$ cat src/rtl/vga_fb_fetch.sv
// Graphics-mode scanline fetch. A pipelined Wishbone read master copies one
// scanline at a time from the framebuffer into a small word FIFO. During
// active video the words are unpacked into 8bpp palette indices, one per clock.
//
// state | meaning
// IDLE  | no bus cycle; waiting for a line start (eos, or eol while lines remain)
// FETCH | cyc high; issuing reads for the current line and pushing ack data
// DRAIN | cyc high, stb low; discarding acks of an aborted line before restart
module vga_fb_fetch #(
   parameter int LINE_WORDS      = 160,
   parameter int LINES           = 480,
   parameter int FIFO_DEPTH      = 32,
   parameter int MAX_OUTSTANDING = 4
) (
   input  logic        clk_i,
   input  logic        rst_i,
   input  logic [31:0] base,
   input  logic        eol,
   input  logic        eos,
   input  logic        h_active,
   input  logic        v_active,
   output logic [7:0]  pix,
   output logic        pix_valid,
   output logic        underrun,
   output logic        bus_cyc,
   output logic        bus_stb,
   output logic [31:0] bus_adr,
   output logic        bus_we,
   output logic [3:0]  bus_sel,
   input  logic [31:0] bus_dat,
   input  logic        bus_ack,
   input  logic        bus_stall
);

   localparam int AW   = $clog2(FIFO_DEPTH);
   localparam int CNTW = AW + 1;
   localparam int CW   = $clog2(LINE_WORDS + 1);
   localparam int LW   = $clog2(LINES + 1);
   localparam int OW   = $clog2(MAX_OUTSTANDING + 1);

   typedef enum logic [1:0] {IDLE, FETCH, DRAIN} state_t;

   state_t          state;
   logic [31:0]     line_addr;
   logic [LW-1:0]   lines_left;
   logic            pending;
   logic [CW-1:0]   req_cnt;
   logic [CW-1:0]   ack_cnt;
   logic [OW-1:0]   outstanding;

   logic [31:0]     mem [FIFO_DEPTH];
   logic [AW-1:0]   wr_ptr;
   logic [AW-1:0]   rd_ptr;
   logic [CNTW-1:0] count;
   logic [1:0]      phase;

   logic [CNTW-1:0] free;
   logic [31:0]     head;
   logic            issue;
   logic            ack_live;
   logic            push;
   logic            pop;
   logic            active;
   logic            line_start;
   logic            sched;
   logic            line_done;
   logic            unused_base_bits;

   // Only bits [31:2] of base form the word-aligned line address.
   assign unused_base_bits = ^base[1:0];

   // Bus strobes and handshake terms, decoded from registered state only.
   // stb is withheld while a line start is pending so an abort never adds
   // new requests; the free-slot rule guarantees every ack has a FIFO slot.
   always_comb begin
      free       = CNTW'(FIFO_DEPTH) - count;
      bus_cyc    = (state != IDLE);
      bus_stb    = (state == FETCH) && !pending
                   && (req_cnt < CW'(LINE_WORDS))
                   && (outstanding < OW'(MAX_OUTSTANDING))
                   && (free > CNTW'(outstanding));
      bus_adr    = line_addr + (32'(req_cnt) << 2);
      bus_we     = 1'b0;
      bus_sel    = 4'hf;
      issue      = bus_stb && !bus_stall;
      ack_live   = bus_ack && (state != IDLE);
      push       = bus_ack && (state == FETCH);
      line_done  = push && (ack_cnt == CW'(LINE_WORDS - 1));
      line_start = pending && (outstanding == '0);
      active     = h_active && v_active;
      pop        = active && (count != '0) && (phase == 2'd3) && !line_start;
      sched      = eos || (eol && (lines_left != '0));
      head       = mem[rd_ptr];
   end

   // Fetch sequencer: line scheduling, request/ack accounting and FSM.
   always_ff @(posedge clk_i) begin
      if (rst_i) begin
         state       <= IDLE;
         line_addr   <= '0;
         lines_left  <= '0;
         pending     <= 1'b0;
         req_cnt     <= '0;
         ack_cnt     <= '0;
         outstanding <= '0;
      end else begin
         outstanding <= outstanding + OW'(issue) - OW'(ack_live);
         if (issue)
            req_cnt <= req_cnt + CW'(1);
         if (push)
            ack_cnt <= ack_cnt + CW'(1);

         // A completed line advances the address even if a restart is pending,
         // so an eol arriving on the final ack still fetches the next line.
         if (line_done) begin
            line_addr <= line_addr + 32'(4 * LINE_WORDS);
            if (!pending)
               state <= IDLE;
         end

         if (pending) begin
            if (line_start) begin
               pending    <= 1'b0;
               req_cnt    <= '0;
               ack_cnt    <= '0;
               lines_left <= lines_left - LW'(1);
               state      <= FETCH;
            end else begin
               state <= DRAIN;
            end
         end

         if (sched)
            pending <= 1'b1;

         // eos takes precedence over both eol and a completing line.
         if (eos) begin
            line_addr  <= {base[31:2], 2'b00};
            lines_left <= LW'(LINES);
         end
      end
   end

   // FIFO storage; no reset needed since count gates every read.
   always_ff @(posedge clk_i) begin
      if (push)
         mem[wr_ptr] <= bus_dat;
   end

   // FIFO pointers; a line start flushes whatever the previous line left.
   always_ff @(posedge clk_i) begin
      if (rst_i || line_start) begin
         wr_ptr <= '0;
         rd_ptr <= '0;
         count  <= '0;
      end else begin
         if (push)
            wr_ptr <= wr_ptr + AW'(1);
         if (pop)
            rd_ptr <= rd_ptr + AW'(1);
         count <= count + CNTW'(push) - CNTW'(pop);
      end
   end

   // Pixel unpack: big-endian byte order within each word, one byte per
   // active clock; an empty FIFO yields index 0 and latches underrun.
   always_ff @(posedge clk_i) begin
      if (rst_i) begin
         pix       <= '0;
         pix_valid <= 1'b0;
         underrun  <= 1'b0;
         phase     <= '0;
      end else begin
         pix_valid <= active;
         pix       <= '0;
         if (active) begin
            if (count == '0) begin
               underrun <= 1'b1;
            end else begin
               case (phase)
                  2'd0:    pix <= head[31:24];
                  2'd1:    pix <= head[23:16];
                  2'd2:    pix <= head[15:8];
                  default: pix <= head[7:0];
               endcase
               phase <= phase + 2'd1;
            end
         end
         if (line_start)
            phase <= '0;
         if (eos)
            underrun <= 1'b0;
      end
   end

endmodule

$ cat config.mk
export PLATFORM = sky130hd
export DESIGN_NAME = vga_fb_fetch
export DESIGN_NICKNAME = d
export VERILOG_FILES = /design/src/rtl/vga_fb_fetch.sv
export SDC_FILE = /design/constraint.sdc
export NUM_CORES = 1
export LEC_CHECK = 0
export ABC_AREA = 1
export CORE_MARGIN = 2
export CORE_UTILIZATION = 43
export DETAILED_ROUTE_END_ITERATION = 8
export REMOVE_ABC_BUFFERS = 1
export SLEW_MARGIN = 20
export SYNTH_ARGS = -nofsm -noshare
export SYNTH_HDL_FRONTEND = slang
export SYNTH_SLANG_ARGS = --single-unit
$ cat constraint.sdc
create_clock -name clk_i -period 5.5 [get_ports clk_i]
set_clock_uncertainty 0.2 [all_clocks]
set_input_delay 0.825 -clock clk_i [delete_from_list [all_inputs] [get_ports clk_i]]
set_output_delay 0.825 -clock clk_i [all_outputs]
set_load 0.02 [all_outputs]
==> reports/results.env <==
POST-ROUTE-MIN-PERIOD_NS=4.57
FIN_CELLS=5917
CORE.ROWCOUNT=121
RANKING_OF_SYNTHESIZED_CELLS_BY_INSTANCE_COUNT='nand2_1 (1462), edfxtp_1 (1024), nand3_1 (888), nor2_1 (132), buf_2 (99)'
POSTSYNTH.TOPFLOPCELL='edfxtp_1'
ACHIEVABLE-FREQUENCY_MHz=219
AVGROUTEDWIREPERCELL_UM=21.2
DESIGN.CORE.AREA_UM2=109000
POSTLAYOUTCOREUTIL_PCT=49.0
CRITICALPATHCATEGORY='register to primary output'
TIGHTESTPINTRANSITION_NS=1.14
GROUTE.USAGE.OVERALL_PCT=22.1
SYNTH.YOSYS.WARNINGS=0
START_KIND='register'
REMAINING_DRC_ERRORS=0
PRE_CTS_SLACK_NS=1.33
REQUIRED_NS=4.47
INITIAL_CORE_UTIL_PCT=43.4
DIE-AREA_UM2=113000
SETUP_SLACK_NS=0.925
SLEW_HEADROOM_PCT=23.5
SYN_INST=4265
YS_SEQ_AREA_SHARE_PCT=68.8
DRIVE_ABOVE_1_SHARE_PCT=7.73
CLK_LATENCY_NS=0.71
LAYOUT_WORST_PATH_CYCLE_SHARE_PCT=83.2
STATUS='finished clean'
DP_CELLS=5711
IO_BUFFERS=111
GRT_ANTENNA_BEFORE_REPAIR=1
CLKTRANSATPATHREGS_NS=0.06
VDD_IR_DROP_MAX_uV=309
HOLD_WS_NS=0.266
TRITONCTS_NUM_SINKS=1118
MAXSLEWVIOLCOUNT=0
DRT_PASS1_ITERATIONS=5
SEQUENTIAL_CELL_AREA_UM2=32600
SYNTHMOSTINSTANTIATEDCELL='nand2_1'
SYNTH.DISTINCT_CELLS=53
SETUP_REPAIR_AFTER_GLOBAL_ROUTING_MISSED_ITS_MARGIN='no'
GRT_FIRST_PASS_WIRELENGTH_MM=188
FINAL-HOLD-VIOLATION-COUNT=0
SYN_AREA_UM2=47400
WORSTPATHMAXFANOUT=6
WORST-ENDPOINT-ARRIVAL_NS=3.55
FILLCELLCOUNT=9712
CLOCK_TREE.BUFFER_DEPTH=3
HPWLAFTERDP_MM=70.5
SYNTH.TOP_CELL.AREA_SHARE_PCT=64.8
SYNTH.AREA.TOP_CELLS='edfxtp_1 (65%), nand2_1 (12%), nand3_1 (9.4%), dfxtp_1 (4.0%), buf_6 (1.6%)'
AREA_DELTA_SYNTH_FINAL_PCT=12.8
MIN_DELAY_PATH_CLASS='register to register'
GRT_MAX_DEGREE=182
MAX_CAP_VIOL_COUNT=0
VIAS_PER_CELL=5.35
TRITONCTS='done'
DRT-INITIAL-DRC-COUNT=3324
ASYNC_RESET_FF_SHARE_PCT=0
SYNTH_LARGEST_AREA_CELL='edfxtp_1'
ANT_NETS=0
POST_CTS_RESIZED=0
HTREE_NUM_LEVELS=3
TRITONCTS.NUM_BUFFERS=115
FF_LATCH_COUNT_SYNTH=1118
FINALSETUPVIOLCOUNT=0
DESIGN.PORTCOUNT=121
CHIPWIDTH_UM=336
SETUP_TOTAL_NEG_SLACK_NS=0
DESIGN.FINAL.NETS=4465
CHIPHEIGHT_UM=336
CRITICAL_PATH.ENDPOINT_TYPE='primary output'
POST-CTS-SETUP-BUFFER-COUNT=0
AVGSYNTHCELLAREA_UM2=11.1
POWER-PER-CELL-AREA_nW_PER_UM2=329
ROUTED_WL_MM=126
ROUTABILITYCONGESTION=0.840
NUMBER_OF_GLOBAL_ROUTE_VIAS_BEFORE_REPAIR=30400
CLOCK-ROOT-BUFFER='clkbuf_16'
VIA_COUNT=31600
CTS.HOLD.BUFFERS_ADDED=0
TOTAL_LEAKAGE_POWER_nW=19.2
SYNTH_EDF_COUNT=1024
GLOBALROUTE.TOTALOVERFLOW=0
MULTI_INPUT_COMB_AREA_UM2=12900
[through the flow]
| stage | power, W | instance area [µm²] |
|---|---|---|
| after floorplan | 0.00997 | 45800 |
| after global placement | 0.0104 | 50000 |
| after detailed placement | 0.0104 | 50000 |
| after CTS | 0.0177 | 53500 |
| after global routing | 0.0181 | 53500 |
| final | 0.0176 | 53500 |
[worst max-delay path, stage by stage (launching register included)]
cell	delay (ns)
dfxtp_1	0.39
ha_1	0.26
inv_1	0.07
fa_1	0.44
o21ai_2	0.20
nand2_1	0.08
o211ai_2	0.16
nand2_1	0.16
nor2_2	0.20
nand2_1	0.09
xor2_1	0.16
clkdlybuf4s50_1	0.63
[placed cells by master, fill, tap and decap left out, types with 4 or more instances in the layout]
| cell type | instances |
|---|---|
| o21bai_1 | 4 |
| nand2_1 | 1462 |
| clkbuf_1 | 35 |
| inv_2 | 10 |
| inv_16 | 4 |
| clkinv_1 | 23 |
| nand3_1 | 888 |
| clkbuf_16 | 116 |
| dfxtp_4 | 4 |
| inv_1 | 95 |
| dfxtp_1 | 89 |
| conb_1 | 7 |
| a31oi_1 | 8 |
| o21ai_1 | 16 |
| nor2_1 | 102 |
| xnor2_1 | 17 |
| nor3b_1 | 4 |
| buf_12 | 18 |
| clkinv_2 | 10 |
| bufinv_16 | 6 |
| ha_1 | 38 |
| nor2_4 | 31 |
| edfxtp_1 | 1024 |
| buf_2 | 12 |
| o21ai_0 | 37 |
| nand4_1 | 6 |
| nor3_1 | 16 |
| nand2_2 | 4 |
| a21oi_1 | 64 |
| clkdlybuf4s50_1 | 99 |
| o21a_1 | 7 |
| or2_2 | 7 |
| buf_4 | 86 |
| nor2_2 | 8 |
| xor2_1 | 36 |
[registers in the layout, summed over array words and instances (netlist names), 3 cells and up, named ones only]
signal,flops
mem,1024
line_addr,30
lines_left,9
ack_cnt,8
pix,8
req_cnt,8
count,6
rd_ptr,5
wr_ptr,5
outstanding,3
[per-layer routing]
metal  vias to the layer above  part of all wire [%]  track usage (%)  wire (µm)
li1                      15000                     -                -          -
met1                     15500                    43             30.1      54400
met2                       977                    48             36.7      60200
met3                       198                   5.8             3.17       7290
met4                         2                   3.1             7.22       3850
met5                         -                 0.010                0         13
[final cells by class]
class                      count  area share, %
tap                         1476           3.45
clock buffer                 154           5.75
sequential                  1118           61.0
antenna                        1        0.00468
inverter                     108          0.812
clock inverter                51          0.891
timing repair buffer         215           3.85
multi-input combinational   2794           24.2
[cells by family (layout without fill, tap and decap cells)]
family                   after synthesis  count (layout)  share of synthesized area (%)
AO/OA/AOI/OAI                        150             150                           1.76
XOR/XNOR                              53              53                          0.979
adder cells (fa/ha/maj)               41              41                           1.13
buffers and inverters                358             528                           4.43
flip-flops                          1118            1118                           68.8
multiplexers                           1               1                         0.0211
other                                  2               8                         0.0158
AND/OR/NAND/NOR                     2542            2542                           22.9
[worst paths after layout]
| path | slack, ns | depth (start not counted) | start | end |
|---|---|---|---|---|
| worst min-delay path | 0.27 | 2 | lines_left[0] | lines_left[0] |
| worst max-delay path | 0.93 | 11 | req_cnt[0] | bus_adr[30] |
| worst max register to register | 2.02 | 12 | register | pix[0] |
| worst min register to register | 0.27 | 2 | lines_left[0] | lines_left[0] |
[where the power goes]
group | internal [W] | switching, W | leakage, nW
Combinational | 0.000254 | 0.000532 | 7.49
Clock | 0.00420 | 0.00322 | 1.72
Sequential | 0.00935 | 0.0000594 | 9.97
Total | 0.0138 | 0.00381 | 19.2
Power figures use the tool's default switching activity.
